--- src/rtl/bufgce_div_seq.sv ---
// rtl/bufgce_div_seq.sv - CE/CLR sequencer and divided-phase strobe for a BUFGCE_DIV
// Start: clear, enable, ready. Stop: disable, drain, clear. Every output is a registered state decode.
module bufgce_div_seq #(
  parameter int DIVIDE     = 4,
  parameter int CLR_CYCLES = 2,
  parameter int CE_LAT     = 3
) (
  input  logic clk,
  input  logic rst_n,
  input  logic req_on,
  input  logic req_off,
  output logic ce,
  output logic clr,
  output logic ready,
  output logic busy,
  output logic div_stb
);

  generate
    if (DIVIDE < 1 || DIVIDE > 8) begin : g_bad_divide
      $error("bufgce_div_seq: DIVIDE must be 1..8");
    end
    if (CLR_CYCLES < 1 || CLR_CYCLES > 15) begin : g_bad_clr
      $error("bufgce_div_seq: CLR_CYCLES must be 1..15");
    end
    if (CE_LAT < 1 || CE_LAT > 15) begin : g_bad_ce_lat
      $error("bufgce_div_seq: CE_LAT must be 1..15");
    end
  endgenerate

  typedef enum logic [2:0] {
    S_OFF,
    S_CLEAR,
    S_ARM,
    S_RUN,
    S_DRAIN
  } state_t;

  // Duration counter is loaded with (length - 1) on entry; the state exits when it reaches zero.
  localparam logic [4:0] CLR_LOAD   = 5'(CLR_CYCLES - 1);
  localparam logic [4:0] ARM_LOAD   = 5'(CE_LAT - 1);
  localparam logic [4:0] DRAIN_LOAD = 5'(CE_LAT + DIVIDE - 1);
  localparam logic [2:0] PH_LAST    = 3'(DIVIDE - 1);

  state_t     state;
  logic [4:0] cnt;
  logic [2:0] phase;
  logic [2:0] phase_next;

  always_comb begin
    phase_next = 3'd0;
    if (phase != PH_LAST) begin
      phase_next = phase + 3'd1;
    end
  end

  always_ff @(posedge clk or negedge rst_n) begin
    if (!rst_n) begin
      state   <= S_OFF;
      cnt     <= 5'd0;
      phase   <= 3'd0;
      clr     <= 1'b1;
      ce      <= 1'b0;
      ready   <= 1'b0;
      busy    <= 1'b0;
      div_stb <= 1'b0;
    end else begin
      case (state)
        S_OFF: begin
          if (req_on && !req_off) begin
            state <= S_CLEAR;
            cnt   <= CLR_LOAD;
            busy  <= 1'b1;
          end
        end
        S_CLEAR: begin
          if (req_off) begin
            state <= S_OFF;
            busy  <= 1'b0;
          end else if (cnt == 5'd0) begin
            state <= S_ARM;
            cnt   <= ARM_LOAD;
            clr   <= 1'b0;
            ce    <= 1'b1;
          end else begin
            cnt <= cnt - 5'd1;
          end
        end
        S_ARM: begin
          // Abort drops CE and raises CLR together; the divider never produced an edge.
          if (req_off) begin
            state <= S_OFF;
            clr   <= 1'b1;
            ce    <= 1'b0;
            busy  <= 1'b0;
          end else if (cnt == 5'd0) begin
            state   <= S_RUN;
            phase   <= 3'd0;
            busy    <= 1'b0;
            ready   <= 1'b1;
            div_stb <= 1'b1;
          end else begin
            cnt <= cnt - 5'd1;
          end
        end
        S_RUN: begin
          if (req_off) begin
            state   <= S_DRAIN;
            cnt     <= DRAIN_LOAD;
            ce      <= 1'b0;
            ready   <= 1'b0;
            busy    <= 1'b1;
            div_stb <= 1'b0;
          end else begin
            phase   <= phase_next;
            div_stb <= (phase_next == 3'd0);
          end
        end
        S_DRAIN: begin
          // Wait out the CE synchroniser plus one full divided period so the output parks low.
          if (cnt == 5'd0) begin
            state <= S_OFF;
            clr   <= 1'b1;
            busy  <= 1'b0;
          end else begin
            cnt <= cnt - 5'd1;
          end
        end
        default: begin
          state   <= S_OFF;
          cnt     <= 5'd0;
          phase   <= 3'd0;
          clr     <= 1'b1;
          ce      <= 1'b0;
          ready   <= 1'b0;
          busy    <= 1'b0;
          div_stb <= 1'b0;
        end
      endcase
    end
  end

endmodule

--- config.mk ---
export PLATFORM = sky130hd
export DESIGN_NAME = bufgce_div_seq
export DESIGN_NICKNAME = d
export VERILOG_FILES = /design/src/rtl/bufgce_div_seq.sv
export SDC_FILE = /design/constraint.sdc
export NUM_CORES = 1
export LEC_CHECK = 0
export ABC_AREA = 1
export CAP_MARGIN = 0
export CORE_MARGIN = 5
export CORE_UTILIZATION = 45
export DETAILED_ROUTE_END_ITERATION = 12
export GPL_TIMING_DRIVEN = 0
export HOLD_SLACK_MARGIN = 0.05
export PLACE_DENSITY = 0.67
export SLEW_MARGIN = 40
export SYNTH_ARGS = -nofsm -noshare
export SYNTH_HDL_FRONTEND = slang
export SYNTH_SLANG_ARGS = --single-unit
--- constraint.sdc ---
create_clock -name clk -period 1.54 [get_ports clk]
set_clock_uncertainty 0.1 [all_clocks]
set_input_delay 0.308 -clock clk [delete_from_list [all_inputs] [get_ports clk]]
set_output_delay 0.308 -clock clk [all_outputs]
set_load 0.01 [all_outputs]
==> summary.md, run 1 <==
| Metric | Value |
|---|---|
| Outcome | completed |
| Flop2flop setup slack | 0.05 ns |
| DIE AREA | roughly 3600 um^2 |
| Post-synth top area cell | dfrtp_1 |
| Worst-path clk slew | 0.10 ns |
| R2R Path Start | cnt[1] |
| H-tree levels | 1 |
| GRT Resource Usage Total | 0.148 |
| Mean post-synth cell area | 6.89 um^2 |
| Synth warn | 0 |
| CTS root buf | clkbuf_4 |
| WHS | approximately 0.35 ns |
| Kind of critical path | flip-flop to output port |
| CTS tree | built |
| Antenna violations before repair | 0 |
| Drt initial violations | 34 |
| Pwr dens | 2300 nW/um^2 |
| Required time worst endpoint | 1.13 ns |
| Setup crit start kind | flip-flop |
| Synthesized Nets | 169 |
| Pre-antenna DRT Iters | 4 |
| CTS buffer count | 3 |
| Period utilization | 0.967 |
| P&R area growth vs syn | 27.8% |
| Nets | 192 |
| Critical path launch point | clr |
| Final ANT Viol Nets | 0 |
| CP Cell Sequence | dlygate4sd2_1 |
| Initial Utilization | 0.461 |
| Most used routing layer | met2 |
| Vias in the first global route | 961 |
| Layout cells sized above 1 | 0.286 |
| Maximum clock rate | around 670 MHz |
| Final min period | 1.49 ns |
| Max stage delay on crit path | between 0.5 and 0.6 ns |
| Number of port buffers | 8 |
| Layout fillers | 228 |
| Post-synth top area share | 0.334 |
| Largest net degree at the start of global routing | 17 |
| Met2 GRT Util | 0.242 |
| Largest delay share family, worst path | flip-flops |
| Critical Path End Type | output port |
| DRC Markers | 0 |
| Seq/Total Area, Yosys | 0.358 |
| Rel. slew slack | 0.758 |
| CTS Buffer Depth | 2 |
| Leak pwr | ~0.79 nW |
| RSZ-0062 raised after global routing | true |
| WP data arrival | 1.08 ns |
| Count of final setup violators | 0 |
| FP Rows | 18 |
| Diodes inserted | 0 |
| Mapped Cells | between 150 and 200 |
| Distinct cell type count of the synthesized netlist | 19 |
| Max FO, Critical Path | 2 |
| Syn Std Cell Area | 1120 um^2 |
| Core Area | 2430 um^2 |
| Max Cap Viol | 0 |
| Total gr overflow | 0 |
| Max-slew violations | 0 |
| Synth Register Bits | 16 |
| Area occupied by multi-input gates | 698 um^2 |
| Wirelength, routed | around 2.4 mm |
| Post-layout util | 0.590 |
| Critical-path top delay cell | dfstp_2 |
| GPL Wtd Cong | 0.809 |
| Skew-Pair Late Insertion Delay | 0.29 ns |
| Crit path buf inv count | 1 |
| Hold Vio Cnt, Final | 0 |
| Vias | 1065 |
| Hpwl dp | 1.74 mm |
| Peak VDD IR | 1460 uV |
| Die H | 59.9 um |
| Post-DR wirelength/cell | 11.3 um |
| FF+latch area | a little over 400 um^2 |
| Met1 Use GR | 0.197 |
| Largest cells by area after synthesis | dfrtp_1 33%, nand2_1 21%, nand3_1 9.8%, inv_1 5.0%, nand2_2 5.0% |
| Met3 usage | 0.0194 |
| Hold/Removal Path Class | input port to async pin |
| Num ports | 9 |
| CTS sink count | 16 |
| First-pass GRT wire length | 4.08 mm |
| Detail-routed via count per cell | 4.95 |
| DIE WIDTH | 59.9 um |
| Worst-margin pin slew | 0.364 ns |
==> worst paths after layout <==
check	to	cells past startpoint
worst min-delay path	ready	2
min in group clk	clr	2
max in group asynchronous	clr	2
worst min register to register	clr	2
worst max register to register	state[1]	10
worst max-delay path	clr	1
==> sequential cells by signal, summed over array words and instances, names as in the netlist <==
| register | flops |
|---|---|
| busy | 1 |
| ce | 1 |
| clr | 1 |
| cnt | 5 |
| div_stb | 1 |
| phase | 3 |
| ready | 1 |
| state | 3 |
==> through the flow <==
stage               instances  instance area [um^2]  total power, mW  TNS, ns  worst slack [ns]
floorplan                 163                  1120             2.20        0            0.0533
detailed placement        201                  1240             2.64    -3.40            -0.369
global route              215                  1430             3.63   -0.217           -0.0479
global placement          201                  1240             2.60    -2.83            -0.326
finish                    215                  1430             3.30        0            0.0505
CTS                       207                  1290             2.92        0            0.0286
==> cells in the mapped netlist <==
cell type  instances
buf_6              1
dfrtp_1           15
dfstp_2            1
ha_1               2
inv_1             15
inv_2              5
nand2_1           63
nand2_2            9
nand2_4            3
nand3_1           22
nand3_2            2
nand4_1            3
nor2_1            12
nor2_2             1
nor2_4             3
nor2_8             1
nor3_1             1
o21ai_0            3
o21ai_2            1
==> what timing repair did <==
item,4_1_cts,5_1_grt
buffers inserted,2,6
resized for setup,10,17
cloned,0,1
endpoints found under the setup margin,18,14
hold buffers,0,1
endpoints found under the hold margin,0,15
pin swaps,1,4
==> logic make-up after synthesis <==
family	count (synthesis)	share of synthesized area
adder cells (fa/ha/maj)	2	0.0223
AND/OR/NAND/NOR	120	0.522
flip-flops	16	0.358
AO/OA/AOI/OAI	4	0.0212
buffers and inverters	21	0.0769
==> final cells by class <==
class,count,share of cell area
Multi-Input combinational cell,126,0.487
Sequential cell,16,0.282
Timing Repair Buffer,18,0.122
Inverter,20,0.0541
Tap cell,30,0.0262
Clock buffer,4,0.0183
Buffer,1,0.0105
==> per-layer routing <==
layer  routed length [um]  vias to the layer above
met3                   42                        5
met2                 1230                       12
met1                 1120                      497
li1                     -                      551
met5                    0                        -
met4                   30                        0
==> where the power goes <==
part / leakage, nW / switching (mW) / internal [mW]
combinational: 0.569 / 1.32 / 0.995
sequential: 0.206 / 0.153 / 0.599
clock: 0.0150 / 0.135 / 0.101
==> cell usage in the layout (no fill, tap or decap), types with 3 or more instances in the layout <==
cell type and instances:
nor2_2 3, inv_2 8, nand2_4 3, dlygate4sd2_1 6, o21ai_0 3, buf_4 7, dfrtp_1 13, inv_1 11
nand3_1 21, nor2_1 9, clkbuf_4 3, nand4_1 3, nand2_1 61, nand2_2 10, nor2_4 4
(Power assumes the default switching activity.)
==> inputs of run 2 (changes only) <==
- SLEW_MARGIN: 40 -> unset
==> summary.md, run 2 (synthesized netlist as in run 1, its figures left out) <==
| Metric | Value |
|---|---|
| Outcome | completed |
| Post-DR wirelength/cell | 11.4 um (+0.84%) |
| FP Rows | 18 (unchanged) |
| Maximum clock rate | 669 MHz (-0.29%) |
| Placed cell count | 201 (unchanged) |
| Largest registers | cnt (5), phase (3), state (3) |
| Post-layout util | 0.587 (-0.00206) |
| Final cell area excluding filler cells | 1430 um^2 (-0.35%) |
| Largest net degree at the start of global routing | 17 (unchanged) |
| Max Cap Viol | 0 (unchanged) |
| Hold_buf cts | 0 (unchanged) |
| Pre-CTS WS | -0.369 ns (unchanged) |
| Pre-antenna DRT Iters | 4 (unchanged) |
| Critical-path top delay cell | dfstp_2 |
| Layout cells sized above 1 | 0.283 (-0.00388) |
| Peak VDD IR | 1460 uV (about the same) |
| P&R area growth vs syn | 27.3% |
| Max-slew violations | 0 (unchanged) |
| DIE WIDTH | 59.9 um (unchanged) |
| Period utilization | 0.970 (+0.00281) |
| CTS sink count | 16 (unchanged) |
| Commonest non-fill, non-tap cell in the layout | nand2_1 |
| Final min period | 1.49 ns (+0.00433 ns) |
| Vias | 1058 (-0.66%) |
| Largest delay share family, worst path | flip-flops |
| Drt initial violations | 35 (+2.9%) |
| Hpwl dp | 1.74 mm (unchanged) |
| WP data arrival | 1.09 ns (about the same) |
| Wirelength, routed | 2.43 mm (+0.37%) |
| Detail-routed via count per cell | 4.94 (-0.19%) |
| Layout fillers | 227 (-0.44%) |
| Number of port buffers | 8 (unchanged) |
| Kind of critical path | flip-flop to output port |
| Nets | 191 (-0.52%) |
| Count of final setup violators | 0 (unchanged) |
| H-tree levels | 1 (unchanged) |
| Crit path buf inv count | 1 (unchanged) |
| GPL Wtd Cong | 0.809 (unchanged) |
| GRT Resource Usage Total | 0.148 (unchanged) |
| R2R Path End | state[1] |
| Reg2Reg Depth | 10 (unchanged) |
| Total gr overflow | 0 (unchanged) |
| Vias in the first global route | 961 (unchanged) |
| Commonest non-fill, non-tap cells in the layout | 61 x nand2_1, 21 x nand3_1, 13 x dfrtp_1 |
| Initial Utilization | 0.461 (unchanged) |
| Hold Vio Cnt, Final | 0 (unchanged) |
| Critical path launch point | clr |
| Pwr dens | 2310 nW/um^2 (+0.36%) |
| Critical Path End Type | output port |
| Antenna violations before repair | 0 (unchanged) |
| R2R Path Start | cnt[1] |
| RSZ-0062 raised after global routing | true |
| Num ports | 9 (unchanged) |
| Leak pwr | 0.786 nW (-0.53%) |
| Die H | 59.9 um (unchanged) |
| Worst-margin pin slew | 0.729 ns (+0.366 ns) |
| DIE AREA | 3590 um^2 (unchanged) |
| Finished Layout Cells | 214 (-0.47%) |
| FF+latch area | 404 um^2 (unchanged) |
| Required time worst endpoint | 1.13 ns (about the same) |
| Area occupied by multi-input gates | 698 um^2 (unchanged) |
| Rel. slew slack | 0.512 (-0.245) |
| Skew-Pair Late Insertion Delay | 0.29 ns (about the same) |
| Final ANT Viol Nets | 0 (unchanged) |
| First-pass GRT wire length | 4.08 mm (unchanged) |
| CTS root buf | clkbuf_4 |
| CTS buffer count | 3 (unchanged) |
| Post-place instance area | 1240 um^2 (unchanged) |
| CTS Buffer Depth | 2 (unchanged) |
| Max FFs per register | 5 (unchanged) |
| Flop2flop setup slack | 0.05 ns (about the same) |
| Core Area | 2430 um^2 (unchanged) |
| Hold/Removal Path Class | input port to async pin |
| CTS tree | built |
| Worst-path clk slew | 0.10 ns (about the same) |
| Diodes inserted | 0 (unchanged) |
| CP Cell Sequence | dlygate4sd2_1 |
| Most flop-heavy register | cnt |
| Setup WS post-layout | 0.0462 ns (-0.00433 ns) |
| Setup crit start kind | flip-flop |
| Max stage delay on crit path | 0.54 ns (about the same) |
| DRC Markers | 0 (unchanged) |
| Max FO, Critical Path | 2 (unchanged) |
run 2: cell types whose count changed in the layout (fill, tap and decap cells not counted):
cell,previous run,this run
clkdlybuf4s50_1,1,2
dlygate4sd3_1,1,0
buf_2,1,0
run 2: report_power, final:
group	internal [mW]	leakage, nW	total [mW]	switching (mW)
combinational	0.995	0.565	2.31	1.32
clock	0.101	0.0150	0.239	0.138
sequential	0.599	0.206	0.752	0.152
run 2: per-stage QoR:
stage                     TNS [ns]  hold slack, ns  power [mW]
final                            0           0.342        3.30
after global routing        -0.190           0.403        3.62
after CTS                        0           0.373        2.92
after detailed placement     -3.40           0.364        2.64
after global placement       -2.83           0.353        2.60
after floorplan                  0         -0.0876        2.20
run 2: metal layers:
metal / vias up / track usage / wire length (um)
met5: - / 0 / 0
li1: 548 / - / -
met1: 489 / 0.197 / 1080
met2: 14 / 0.242 / 1240
met3: 7 / 0.0194 / 58
met4: 0 / 0.0538 / 46
run 2: worst max-delay path by stage:
stage / to / slack (ns) / depth (start not counted)
2_1_floorplan: state[0] / 0.05 / 10
3_3_place_gp: cnt[4] / -0.33 / 9
3_5_place_dp: cnt[3] / -0.37 / 9
4_1_cts: state[0] / 0.03 / 10
5_1_grt: phase[1] / -0.04 / 9
6_report: clr / 0.05 / 1
run 2: area by class of cell:
cell class	count	area share
Buffer	1	0.0105
Tap cell	30	0.0263
Timing Repair Buffer	17	0.119
Sequential cell	16	0.283
Clock buffer	4	0.0184
Inverter	20	0.0543
Multi-Input combinational cell	126	0.489
run 2: timing repair:
| item | 4_1_cts | 5_1_grt |
|---|---|---|
| setup endpoints to repair | 18 | 14 |
| gates resized for setup | 10 | 17 |
| cloned | 0 | 1 |
| pin swaps | 1 | 4 |
| setup buffers | 2 | 6 |
==> inputs of run 3 (changes only) <==
- CTS_CLUSTER_SIZE: unset -> 14
- PLACE_DENSITY: 0.67 -> 0.66
==> summary.md, run 3 (synthesized netlist as in run 1, its figures left out) <==
| Metric | Value |
|---|---|
| Outcome | completed |
| Max FFs per register | 5 (unchanged) |
| Finished Layout Cells | 211 (-1.4%) |
| Nets | 188 (-1.6%) |
| Largest net degree at the start of global routing | 17 (unchanged) |
| Drt initial violations | 33 (-5.7%) |
| P&R area growth vs syn | 22.4% |
| Kind of critical path | flip-flop to flip-flop |
| Pre-CTS WS | -0.355 ns (+0.0147 ns) |
| CTS Buffer Depth | 2 (unchanged) |
| CTS sink count | 16 (unchanged) |
| Max stage delay on crit path | 0.41 ns (-0.13 ns) |
| Required time worst endpoint | 1.63 ns (+0.50 ns) |
| RSZ-0062 raised after global routing | true |
| Post-DR wirelength/cell | 11.5 um (+0.75%) |
| Hold Vio Cnt, Final | 0 (unchanged) |
| Setup crit start kind | flip-flop |
| Antenna violations before repair | 0 (unchanged) |
| GRT Resource Usage Total | 0.158 (+0.0103) |
| Pwr dens | 2310 nW/um^2 (about the same) |
| Skew-Pair Late Insertion Delay | 0.30 ns (about the same) |
| Post-layout util | 0.565 (-0.0226) |
| Commonest non-fill, non-tap cell in the layout | nand2_1 |
| Largest registers | cnt (5), phase (3), state (3) |
| H-tree levels | 1 (unchanged) |
| Rel. slew slack | 0.498 (-0.0143) |
| Core Area | 2430 um^2 (unchanged) |
| Placed cell count | 201 (unchanged) |
| Max-slew violations | 0 (unchanged) |
| Diodes inserted | 0 (unchanged) |
| Hold/Removal Path Class | input port to async pin |
| DIE WIDTH | 59.9 um (unchanged) |
| Worst-margin pin slew | 0.751 ns (+0.0213 ns) |
| Wirelength, routed | 2.42 mm (-0.66%) |
| CTS root buf | clkbuf_4 |
| Total gr overflow | 0 (unchanged) |
| Crit path buf inv count | 3 (+2) |
| GPL Wtd Cong | 0.828 (+2.3%) |
| Setup WS post-layout | 0.0496 ns (+0.00342 ns) |
| CTS buffer count | 3 (unchanged) |
| Post-place instance area | 1240 um^2 (unchanged) |
| Layout cells sized above 1 | 0.276 (-0.00637) |
| Period utilization | 0.968 (-0.00222) |
| Most flop-heavy register | cnt |
| Max FO, Critical Path | 10 (+8) |
| Pre-antenna DRT Iters | 4 (unchanged) |
| Critical-path top delay cell | dfrtp_1 |
| Final cell area excluding filler cells | 1370 um^2 (-3.9%) |
| CTS tree | built |
| Die H | 59.9 um (unchanged) |
| Count of final setup violators | 0 (unchanged) |
| Largest delay share family, worst path | simple AND/OR/NAND/NOR gates |
| Final min period | 1.49 ns (-0.00342 ns) |
| Vias in the first global route | 1035 (+7.7%) |
| Critical Path End Type | flip-flop |
| Layout fillers | 240 (+5.7%) |
| DIE AREA | 3590 um^2 (unchanged) |
| CP Cell Sequence | inv_2 > ha_4 > nand3_4 > buf_6 > nand2_4 > inv_2 > nor2_4 > nand2_2 > nand2_1 > nand2_1 |
| Num ports | 9 (unchanged) |
| Vias | 1063 (+0.47%) |
| First-pass GRT wire length | 4.31 mm (+5.6%) |
| Final ANT Viol Nets | 0 (unchanged) |
| Power, Total | 3.18 mW (-3.8%) |
| FP Rows | 18 (unchanged) |
| Peak VDD IR | 1290 uV (-11%) |
| DRC Markers | 0 (unchanged) |
| Maximum clock rate | 671 MHz (+0.23%) |
| WP data arrival | 1.58 ns (+0.49 ns) |
| Worst-path clk slew | 0.10 ns (about the same) |
| Commonest non-fill, non-tap cells in the layout | 61 x nand2_1, 22 x nand3_1, 12 x inv_1, 12 x dfrtp_1 |
| Detail-routed via count per cell | 5.04 (+1.9%) |
| Leak pwr | 0.771 nW (-1.9%) |
| Max Cap Viol | 0 (unchanged) |
| Initial Utilization | 0.461 (unchanged) |
| Hpwl dp | 1.84 mm (+5.7%) |
| Number of port buffers | 8 (unchanged) |
==> run 3: area by class of cell <==
type	instances	area, um^2	share of cell area
clock buffers	4	36.3	0.0264
plain buffers	1	11.3	0.00820
repair buffers	14	119	0.0865
inverters	20	75.1	0.0546
flip-flops and latches	16	405	0.295
multi-input cells	126	689	0.502
well taps	30	37.5	0.0273
==> run 3: path summary, 6_finish.rpt <==
check | endpoint | startpoint | slack [ns] | cells past startpoint
max | state[1] | cnt[1] | 0.05 | 10
max in group asynchronous | state[2] | rst_n | 0.48 | 1
max reg2reg | state[1] | cnt[1] | 0.05 | 10
min reg2reg | clr | clr | 0.37 | 2
min | cnt[2] | rst_n | 0.34 | 1
min in group clk | clr | clr | 0.37 | 2
==> run 3: worst reg2reg max path, cell delays in order (launching register included) <==
cell	delay, ns
dfrtp_1	0.41
inv_2	0.08
ha_4	0.16
nand3_4	0.10
buf_6	0.16
nand2_4	0.08
inv_2	0.05
nor2_4	0.10
nand2_2	0.06
nand2_1	0.06
nand2_1	0.04
==> run 3: repair_timing <==
| action | 4_1_cts | 5_1_grt |
|---|---|---|
| hold endpoints to repair | 0 | 0 |
| pin swaps | 0 | 4 |
| gates resized for setup | 9 | 17 |
| endpoints found under the setup margin | 18 | 16 |
| hold buffers | 0 | 0 |
| setup buffers | 2 | 4 |
==> run 3: per-stage QoR <==
stage                     hold slack [ns]  setup TNS, ns
final                               0.344              0
after CTS                           0.370              0
after floorplan                   -0.0876              0
after global routing                0.396         -0.105
after global placement              0.351          -3.26
after detailed placement            0.356          -3.41
==> run 3: routing by layer <==
layer	wire, um	track usage	share of wire
met1	1050	0.191	0.43
met2	1260	0.270	0.52
met3	62	0.0238	0.026
met4	46	0.0759	0.019
met5	0	0	0
==> run 3: power breakdown <==
group          leakage [nW]  internal [mW]  switching [mW]
clock                0.0210          0.144           0.144
combinational         0.545          0.860            1.28
sequential            0.205          0.600           0.150
total                 0.771           1.60            1.57
